<file path="config.mk">
export PLATFORM = sky130hd
export DESIGN_NAME = mmio_timer
export DESIGN_NICKNAME = d
export VERILOG_FILES = /design/src/rtl/mmio_timer_pkg.sv /design/src/rtl/mmio_timer_prescaler.sv /design/src/rtl/mmio_timer.sv
export SDC_FILE = /design/constraint.sdc
export NUM_CORES = 1
export LEC_CHECK = 0
export BUFFER_PORTS_ARGS = -buffer_cell sky130_fd_sc_hd__buf_4
export CELL_PAD_IN_SITES_DETAIL_PLACEMENT = 0
export CELL_PAD_IN_SITES_GLOBAL_PLACEMENT = 2
export CORE_MARGIN = 3
export CORE_UTILIZATION = 36
export DETAILED_ROUTE_END_ITERATION = 8
export GPL_TIMING_DRIVEN = 1
export HOLD_SLACK_MARGIN = 0.03
export PLACE_DENSITY = 0.87
export SLEW_MARGIN = 40
export SYNTH_ARGS = -nofsm -noshare
export SYNTH_HDL_FRONTEND = slang
export SYNTH_HIERARCHICAL = 1
export SYNTH_SLANG_ARGS = --single-unit
</file>
<file path="constraint.sdc">
create_clock -name clk -period 2.7 [get_ports clk]
set_input_delay 0.405 -clock clk [delete_from_list [all_inputs] [get_ports clk]]
set_output_delay 0.405 -clock clk [all_outputs]
set_load 0.03 [all_outputs]
</file>
<file path="src/rtl/mmio_timer_pkg.sv">
`default_nettype none
// ============================================================================
// Module   : mmio_timer_pkg
// Purpose  : Shared constants for the memory-mapped timer: register byte
//            offsets inside the 32-byte window, CTRL bit positions, reset
//            values and a helper that packs the CTRL read word.
// Ports    : (package, no ports)
// Config   : MMIO_TIMER_IRQ_EN (see mmio_timer)
// Revision : 1.0 - initial release
// ============================================================================
package mmio_timer_pkg;

    // Byte offsets within the register window. Decode compares these against
    // {a[4:2], 2'b00}, so the byte lane bits never take part.
    localparam logic [4:0] OFF_CTRL     = 5'h00;
    localparam logic [4:0] OFF_PRESCALE = 5'h04;
    localparam logic [4:0] OFF_COUNT    = 5'h08;
    localparam logic [4:0] OFF_COMPARE  = 5'h0C;
    localparam logic [4:0] OFF_STATUS   = 5'h10;

    // CTRL bit positions
    localparam int CTRL_EN_BIT   = 0;
    localparam int CTRL_AUTO_BIT = 1;
    localparam int CTRL_IEN_BIT  = 2;

    // STATUS bit positions
    localparam int STATUS_MATCH_BIT = 0;

    // Reset values
    localparam logic        RST_EN      = 1'b0;
    localparam logic        RST_AUTO    = 1'b0;
    localparam logic        RST_IEN     = 1'b0;
    localparam logic        RST_MATCH   = 1'b0;
    localparam logic [31:0] RST_COUNT   = 32'h0000_0000;
    localparam logic [31:0] RST_COMPARE = 32'hFFFF_FFFF;

    // Pack the CTRL fields into the 32-bit read word; unused bits read 0.
    function automatic logic [31:0] ctrl_word(
        input logic en,
        input logic arl,
        input logic ien
    );
        logic [31:0] w;
        w                = 32'h0000_0000;
        w[CTRL_EN_BIT]   = en;
        w[CTRL_AUTO_BIT] = arl;
        w[CTRL_IEN_BIT]  = ien;
        return w;
    endfunction

endpackage : mmio_timer_pkg
`default_nettype wire

</file>
<file path="src/rtl/mmio_timer_prescaler.sv">
`default_nettype none
// ============================================================================
// Module   : timer_prescaler
// Purpose  : Free-running divider for the timer. While enabled the internal
//            counter climbs every cycle; when it equals 'limit' it returns to
//            zero and 'tick' is high for that cycle, giving one tick every
//            limit+1 cycles. Disabled holds the counter at zero.
// Ports    : clk   - system clock, rising edge
//            reset - asynchronous active-high reset
//            en    - count enable (timer CTRL.EN)
//            limit - terminal count (timer PRESCALE register)
//            tick  - one-cycle pulse, combinational from registers
// Revision : 1.0 - initial release
// ============================================================================
module timer_prescaler #(
    parameter int PRESCALE_W = 16
) (
    input  logic                  clk,
    input  logic                  reset,
    input  logic                  en,
    input  logic [PRESCALE_W-1:0] limit,
    output logic                  tick
);

    logic [PRESCALE_W-1:0] r_pre;
    logic                  w_at_limit;

    // Equality only: if software lowers 'limit' below the current count the
    // counter runs on, wraps through 2^PRESCALE_W and matches on the way up.
    assign w_at_limit = (r_pre == limit);
    assign tick       = en & w_at_limit;

    always_ff @(posedge clk or posedge reset) begin
        if (reset) begin
            r_pre <= '0;
        end else if (!en || w_at_limit) begin
            r_pre <= '0;
        end else begin
            r_pre <= r_pre + PRESCALE_W'(1);
        end
    end

endmodule : timer_prescaler
`default_nettype wire

</file>
<file path="src/rtl/mmio_timer.sv">
`default_nettype none
// ============================================================================
// Module   : mmio_timer
// Purpose  : Memory-mapped timer on the processor data bus. Single-cycle
//            protocol: combinational read, write on the rising clock edge.
//            Prescaled 32-bit up-counter, compare register, sticky MATCH flag
//            (write-1-to-clear) and a level interrupt.
// Ports    : clk   - system clock, rising edge
//            reset - asynchronous active-high reset
//            we    - bus write strobe
//            a     - bus byte address (word offset a[4:2], a[1:0] ignored)
//            wd    - bus write data
//            rd    - read data, combinational, 0 when not selected/unmapped
//            hit   - combinational window select (a[31:5] == BASE_ADDR[31:5])
//            irq   - interrupt request, MATCH & IEN
// Config   : MMIO_TIMER_IRQ_EN - when defined, CTRL.IEN exists and drives irq.
//            When undefined, IEN reads 0, writes to it are ignored and irq is
//            tied low; MATCH remains available for polling.
// Map      : 0x00 CTRL {IEN,AUTO,EN}  0x04 PRESCALE  0x08 COUNT
//            0x0C COMPARE  0x10 STATUS {MATCH}  0x14-0x1C read 0
// Revision : 1.0 - initial release
// ============================================================================
module mmio_timer #(
    parameter logic [31:0] BASE_ADDR  = 32'hFFFF_0000,
    parameter int          PRESCALE_W = 16
) (
    input  logic        clk,
    input  logic        reset,
    input  logic        we,
    input  logic [31:0] a,
    input  logic [31:0] wd,
    output logic [31:0] rd,
    output logic        hit,
    output logic        irq
);

    import mmio_timer_pkg::*;

    // ------------------------------------------------------------------
    // Address decode
    // ------------------------------------------------------------------
    logic [4:0] w_off;
    logic       w_wr;
    logic       w_wr_ctrl;
    logic       w_wr_prescale;
    logic       w_wr_count;
    logic       w_wr_compare;
    logic       w_wr_status;
    logic       w_unused;

    assign hit           = (a[31:5] == BASE_ADDR[31:5]);
    assign w_off         = {a[4:2], 2'b00};
    assign w_wr          = we & hit;
    assign w_wr_ctrl     = w_wr && (w_off == OFF_CTRL);
    assign w_wr_prescale = w_wr && (w_off == OFF_PRESCALE);
    assign w_wr_count    = w_wr && (w_off == OFF_COUNT);
    assign w_wr_compare  = w_wr && (w_off == OFF_COMPARE);
    assign w_wr_status   = w_wr && (w_off == OFF_STATUS);

    // Byte-lane bits are deliberately not decoded.
    assign w_unused = &{1'b0, a[1:0]};

    // ------------------------------------------------------------------
    // Registers
    // ------------------------------------------------------------------
    logic                  r_en;
    logic                  r_auto;
    logic                  w_ien;
    logic [PRESCALE_W-1:0] r_prescale;
    logic [31:0]           r_count;
    logic [31:0]           r_compare;
    logic                  r_match;

    logic                  w_tick;
    logic                  w_cmp_eq;
    logic                  w_hit_match;

    assign w_cmp_eq    = (r_count == r_compare);
    assign w_hit_match = w_tick & w_cmp_eq;

    // ------------------------------------------------------------------
    // Prescaler
    // ------------------------------------------------------------------
    timer_prescaler #(
        .PRESCALE_W (PRESCALE_W)
    ) u_prescaler (
        .clk   (clk),
        .reset (reset),
        .en    (r_en),
        .limit (r_prescale),
        .tick  (w_tick)
    );

    // CTRL. A one-shot match clears EN, but a same-cycle software write to
    // CTRL is applied last and therefore takes precedence.
`ifdef MMIO_TIMER_IRQ_EN
    logic r_ien;
    assign w_ien = r_ien;
`else
    assign w_ien = 1'b0;
`endif

    always_ff @(posedge clk or posedge reset) begin
        if (reset) begin
            r_en   <= RST_EN;
            r_auto <= RST_AUTO;
`ifdef MMIO_TIMER_IRQ_EN
            r_ien  <= RST_IEN;
`endif
        end else begin
            if (w_hit_match && !r_auto) begin
                r_en <= 1'b0;
            end
            if (w_wr_ctrl) begin
                r_en   <= wd[CTRL_EN_BIT];
                r_auto <= wd[CTRL_AUTO_BIT];
`ifdef MMIO_TIMER_IRQ_EN
                r_ien  <= wd[CTRL_IEN_BIT];
`endif
            end
        end
    end

    // PRESCALE feeds the prescaler compare directly, so a write takes effect
    // from the very next cycle.
    always_ff @(posedge clk or posedge reset) begin
        if (reset) begin
            r_prescale <= '0;
        end else if (w_wr_prescale) begin
            r_prescale <= wd[PRESCALE_W-1:0];
        end
    end

    // COUNT. Software writes override a coincident tick. On a match the
    // counter either reloads to zero (AUTO) or keeps climbing (one-shot);
    // the natural 32-bit wrap raises no flag.
    always_ff @(posedge clk or posedge reset) begin
        if (reset) begin
            r_count <= RST_COUNT;
        end else if (w_wr_count) begin
            r_count <= wd;
        end else if (w_tick) begin
            if (w_cmp_eq && r_auto) begin
                r_count <= '0;
            end else begin
                r_count <= r_count + 32'd1;
            end
        end
    end

    // COMPARE is sampled by the tick logic, so a new value is seen on the
    // first tick after the write edge.
    always_ff @(posedge clk or posedge reset) begin
        if (reset) begin
            r_compare <= RST_COMPARE;
        end else if (w_wr_compare) begin
            r_compare <= wd;
        end
    end

    // MATCH is sticky; a new match outranks a same-cycle write-1-to-clear.
    always_ff @(posedge clk or posedge reset) begin
        if (reset) begin
            r_match <= RST_MATCH;
        end else if (w_hit_match) begin
            r_match <= 1'b1;
        end else if (w_wr_status && wd[STATUS_MATCH_BIT]) begin
            r_match <= 1'b0;
        end
    end

    // ------------------------------------------------------------------
    // Read mux
    // ------------------------------------------------------------------
    logic [31:0] w_rd;

    always_comb begin
        w_rd = 32'h0000_0000;
        if (hit) begin
            case (w_off)
                OFF_CTRL:     w_rd = ctrl_word(r_en, r_auto, w_ien);
                OFF_PRESCALE: w_rd = 32'(r_prescale);
                OFF_COUNT:    w_rd = r_count;
                OFF_COMPARE:  w_rd = r_compare;
                OFF_STATUS:   w_rd = {31'd0, r_match};
                default:      w_rd = 32'h0000_0000;
            endcase
        end
    end

    assign rd = w_rd;

    // ------------------------------------------------------------------
    // Interrupt: AND of two flops, so it rises on the edge that sets MATCH
    // ------------------------------------------------------------------
`ifdef MMIO_TIMER_IRQ_EN
    assign irq = r_match & r_ien;
`else
    assign irq = 1'b0;
`endif

endmodule : mmio_timer
`default_nettype wire

</file>
-- Word-level counts from Yosys, hierarchy flattened
Index checks and enable logic that the tools add are counted.
- flip-flop bits (word level): 99
- logic and storage cells: 44
- output and inout bits: 34
- bits of input ports: 67
- muxes and demuxes: 10
- equal/unequal tests: 7
- add/subtract/negate cells: 2
- reductions and logical operators: 15
- bitwise gates (word level): 3
- operators by type and width (cell ; count):
    one-hot mux 32 bit (5 select lines) ; 1
    two-way mux 32 bit ; 4
    adder 32 x 1 -> 32 bit, second input constant ; 1
    equality test 32 bit ; 1
    equality test 27 bit, second input constant ; 1
    adder 16 x 1 -> 16 bit, second input constant ; 1
    equality test 16 bit ; 1
    two-way mux 16 bit ; 1
    logical AND 1 bit ; 8
    equality test 3 x 2 -> 1 bit, second input constant ; 2
    nonzero test 2 bit ; 3
    logical NOT 5 bit ; 1
    two-way mux 1 bit ; 4
    bitwise AND 1 bit ; 3
    equality test 3 x 1 -> 1 bit, second input constant ; 1
    equality test 3 bit, second input constant ; 1
    logical NOT 1 bit ; 2
    logical OR 1 bit ; 1

-- Longest topological paths before layout
- word-level depth: 6
- depth in mapped cells: 10

-- Cells and area by module
The synthesis kept the hierarchy.
- modules (own cells, without submodules) (module ; area each (um^2) ; instances ; cells each ; seq. area each (um^2)):
    mmio_timer ; 5227.5 ; 1 ; 553 ; 2117.0
    timer_prescaler ; 987.2 ; 1 ; 100 ; 400.4

-- Worst setup path after synthesis
OpenSTA, ideal clock, no wires.
- path type: input port to output port
- from: input port a[14]
- to: output port rd[21]
- cell stages on the path: 7
- path buffers: 2
- data arrival time: 2782 ps
- slack: -487 ps
- cells stage by stage: or4b_4 > nor4_4 > and2_0 > clkbuf_1 > nand2_1 > clkbuf_1 > nor2_1
- word-level cells in the longest chain between the ends: 2
- RTL lines (element ; RTL line ; source):
    from (decl) ; mmio_timer.sv:30 ; input logic [31:0] a,
    equality test 27 bit ; mmio_timer.sv:51 ; assign hit = (a[31:5] == BASE_ADDR[31:5]);
    net hit ; mmio_timer.sv:33 ; output logic hit,
    two-way mux 32 bit ; mmio_timer.sv:179 ; if (hit) begin
    to (decl) ; mmio_timer.sv:32 ; output logic [31:0] rd,
The timed path passes the listed nets, and every way through them passes these cells.

-- Worst setup path after layout
- from: input port a[7]
- to: output port rd[25]
- word-level cells in the longest chain between the ends: 2
- RTL lines (element ; RTL line):
    equality test 27 bit ; mmio_timer.sv:51
    two-way mux 32 bit ; mmio_timer.sv:179
No other way between the ends.

==> results summary <==
The run finished with clean final reports. The via count of the first global-routing pass is 5585. The worst path needs 2.626 ns of the cycle, external delays included. Summing internal, switching and leakage power gives 3.070 mW. The floorplan step set the die width to 137.4 µm.

The maximum level of the CTS H-tree is 3. The layout filler cell count came out at 1640. The share of the core filled with cells is 0.4690.

The floorplan step defined a die boundary enclosing 18880 µm². The clock edge transition at the registers on the reported setup and hold paths is 0.08 ns. At the end of routability-driven placement, the weighted congestion stood at 0.8607. In this run the worst path has a maximum fanout of 8. For this configuration, the core starts out at a cell density of 0.3708. Of the post-synthesis cell area, the part taken by muxes is 0.1274. The sort of element at the end of the critical path is an output port. The final max-slew violation count was 0. The synthesized-area fraction occupied by ao, oa, aoi and oai cells came out at 0.1176. The number of antenna violations at the first check in global routing came out at 0. The routed wirelength normalized by instance count is 19.27 µm. The total of cells resized after clock tree synthesis is 0.

The number of buffers created by CTS is 9. The clock root buffer is sky130_fd_sc_hd__clkbuf_16. The number of buffers inserted to repair setup after CTS came out at 0. The wire-length estimate of the detail-placed layout is 13.63 mm. In the routed layout, each cell is associated on average with a via count of 5.667. The remaining global-route overflow came out at 0. The total core area came out at 16760 µm². In the post-synthesis netlist, the biggest area contributors are sky130_fd_sc_hd__dfrtp_1, sky130_fd_sc_hd__dfstp_2, sky130_fd_sc_hd__mux2_2. Of the total synthesized cell area, the portion taken by full adders, half adders and majority gates is 0.004027.

The average cell area after synthesis is 9.517 µm². After layout, the worst setup slack is 0.07380 ns. Of the total synthesized cell area, the portion taken by XOR and XNOR cells is 0.09583. The worst hold-check slack came out at 0.1327 ns.

0 antenna diodes ended up in the layout. Of the post-synthesis cell area, the dominant cell type holds 0.2698. The worst hold path belongs to the class in2async. STA classifies the critical path startpoint as an input pin. The most used flip-flop cell after synthesis is sky130_fd_sc_hd__dfrtp_1.

The all-layer global routing usage is 0.2030. The violation count after the first detailed-route iteration is 448. The final-stage net count is 816. The total power density per cell area is 390.5 nW/µm².

The number of synthesized flops with an enable pin is 0. The cell accounting for the most synthesized area is sky130_fd_sc_hd__dfrtp_1. Setup repair after global routing could not meet its margin everywhere. The post-synthesis cell type count came out at 52. The endpoint required time on the critical path is 2.30 ns. The max-slew headroom at the worst pin came out at 0.5190. The routed design has 18.73 mm of wire.

The commonest cells after synthesis are sky130_fd_sc_hd__nor2_1, sky130_fd_sc_hd__dfrtp_1, sky130_fd_sc_hd__mux2_2. The transition time of the tightest slew-check pin came out at 0.7215 ns. The final hold violation count came to 0. Dividing the final minimum period by the clock period gives 0.9727. The synthesis-stage register bit count is 99. Clock tree synthesis found a total of 99 sinks.

The number of placed instances with taps included is 955. The sequential cell area fraction in the yosys report is 0.4051. In this run, post-CTS hold repair placed 0 buffers. The share of post-route cells with drive strength above 1 is 0.3803. By area, the combinational part of the netlist is dominated by simple AND/OR/NAND/NOR gates. The number of nets with antenna violations after detailed routing is 0.

The number of buffers on the longest clock path is 2. The first global-routing pass estimated 29.79 mm of wire. Summing every instance area after synthesis gives 6215 µm².

The leakage power of the design is 3.194 nW. The synthesized instance count is 653. Relative to the synthesized area, the layout overhead comes to 26.47%.

The critical path is of the in2out type. Entering global routing, the biggest net connects 48 pins. The post-place setup slack came out at -0.006233 ns. The fmax came out at 0.3808 GHz. The net count after synthesis is 722.

The share of synthesized registers carrying an async set or reset is 1.000. Excluding fillers, the count of instances in the completed layout stands at 972. The count of port buffers added during placement came out at 97. The cell row count came out at 47. VDD sags by at most 0.3186 mV. The maximum clock skew at final layout is 0.01159 ns. The number of warnings printed during yosys synthesis is 6. The total of max-cap violations is 0. The data arrival time of the critical path came out at 2.22 ns. The number of search-and-repair iterations in the first detailed-routing pass is 5.

The overall via count from detail_route came out at 5508. The number of top-level pins came out at 101. TritonCTS built the clock tree.

For this run, design rule violations remaining after detail routing come to 0. The vertical die dimension is 137.4 µm. The final number of setup-violating endpoints is 0. The clock latency at the later pin of the worst-skew pair is 0.36 ns. The most common cell in the synthesized netlist is sky130_fd_sc_hd__nor2_1. The post-synthesis simple-gate area fraction is 0.2126.
==> through the flow <==
stage | setup TNS, ns | area [µm²]
2_1_floorplan | 0 | 6391
3_3_place_gp | 0 | 7467
3_5_place_dp | -0.02629 | 7467
4_1_cts | 0 | 7769
5_1_grt | -0.01713 | 7860
6_report | 0 | 7860
==> report_power, final <==
group	internal [mW]	total (mW)	switching, mW
sequential	1.49	1.50	0.0136
clock	0.730	1.34	0.608
combinational	0.103	0.228	0.125
total	2.32	3.07	0.747
==> flip-flops by register name, summed over array words and instances, names as in the netlist <==
name               flops
r_auto                 1
r_compare             32
r_count               32
r_en                   1
r_match                1
r_prescale            16
u_prescaler/r_pre     16
==> worst paths after layout <==
kind                                      start              endpoint  slack [ns]  cells after the start
min in group clk                         wd[10]           r_count[10]        0.27                      3
hold reg to reg                    r_compare[0]          r_compare[0]        0.52                      2
setup reg to reg           u_prescaler/r_pre[7]           r_count[29]        0.12                     10
setup / recovery                           a[7]                rd[25]        0.07                      9
hold / removal                            reset  u_prescaler/r_pre[2]        0.13                      2
max in group asynchronous                 reset         r_compare[15]        1.79                      3
==> worst max-delay path: stages <==
cell,delay [ns]
sky130_fd_sc_hd__buf_4,0.11
sky130_fd_sc_hd__or4_4,0.54
sky130_fd_sc_hd__nor4_4,0.32
sky130_fd_sc_hd__and2_4,0.19
sky130_fd_sc_hd__buf_4,0.12
sky130_fd_sc_hd__nand2_4,0.08
sky130_fd_sc_hd__clkbuf_16,0.21
sky130_fd_sc_hd__nor2_4,0.11
sky130_fd_sc_hd__buf_6,0.13
==> per-layer routing <==
layer | routed length [µm] | GRT usage
met5 | 0 | 0
met4 | 301 | 0.05432
met3 | 1233 | 0.04711
met2 | 8894 | 0.3254
met1 | 8303 | 0.2759
==> area by class of cell <==
class                           count  area [µm²]  area share
Multi-Input combinational cell    501        3664      0.4661
Sequential cell                    99        2517      0.3203
Timing Repair Buffer              127        1067      0.1358
Tap cell                          220       275.3     0.03502
Clock buffer                       10       229.0     0.02913
Clock inverter                      6       72.57    0.009233
Inverter                            9       35.03    0.004457
==> kinds of logic after synthesis <==
group,count (synthesis)
simple gates,255
compound gates,107
flops,99
xor+xnor,68
mux,68
buf+inv,53
fa+ha+maj,2
other cells,1
==> cell usage in the layout, fill, tap and decap left out, types with 16 or more instances in the layout <==
master                    count
sky130_fd_sc_hd__buf_4      112
sky130_fd_sc_hd__dfrtp_1     67
sky130_fd_sc_hd__nor2_1      65
sky130_fd_sc_hd__mux2_2      57
sky130_fd_sc_hd__xnor2_1     56
sky130_fd_sc_hd__nand2_1     47
sky130_fd_sc_hd__nand4_1     32
sky130_fd_sc_hd__a22oi_1     32
sky130_fd_sc_hd__dfstp_2     32
sky130_fd_sc_hd__nand3_1     22
sky130_fd_sc_hd__nor2_4      20
sky130_fd_sc_hd__o21ai_0     18
sky130_fd_sc_hd__a21oi_1     18
sky130_fd_sc_hd__and3_1      18
sky130_fd_sc_hd__o31ai_1     16
Note: power is estimated with default switching activity, not from simulation.
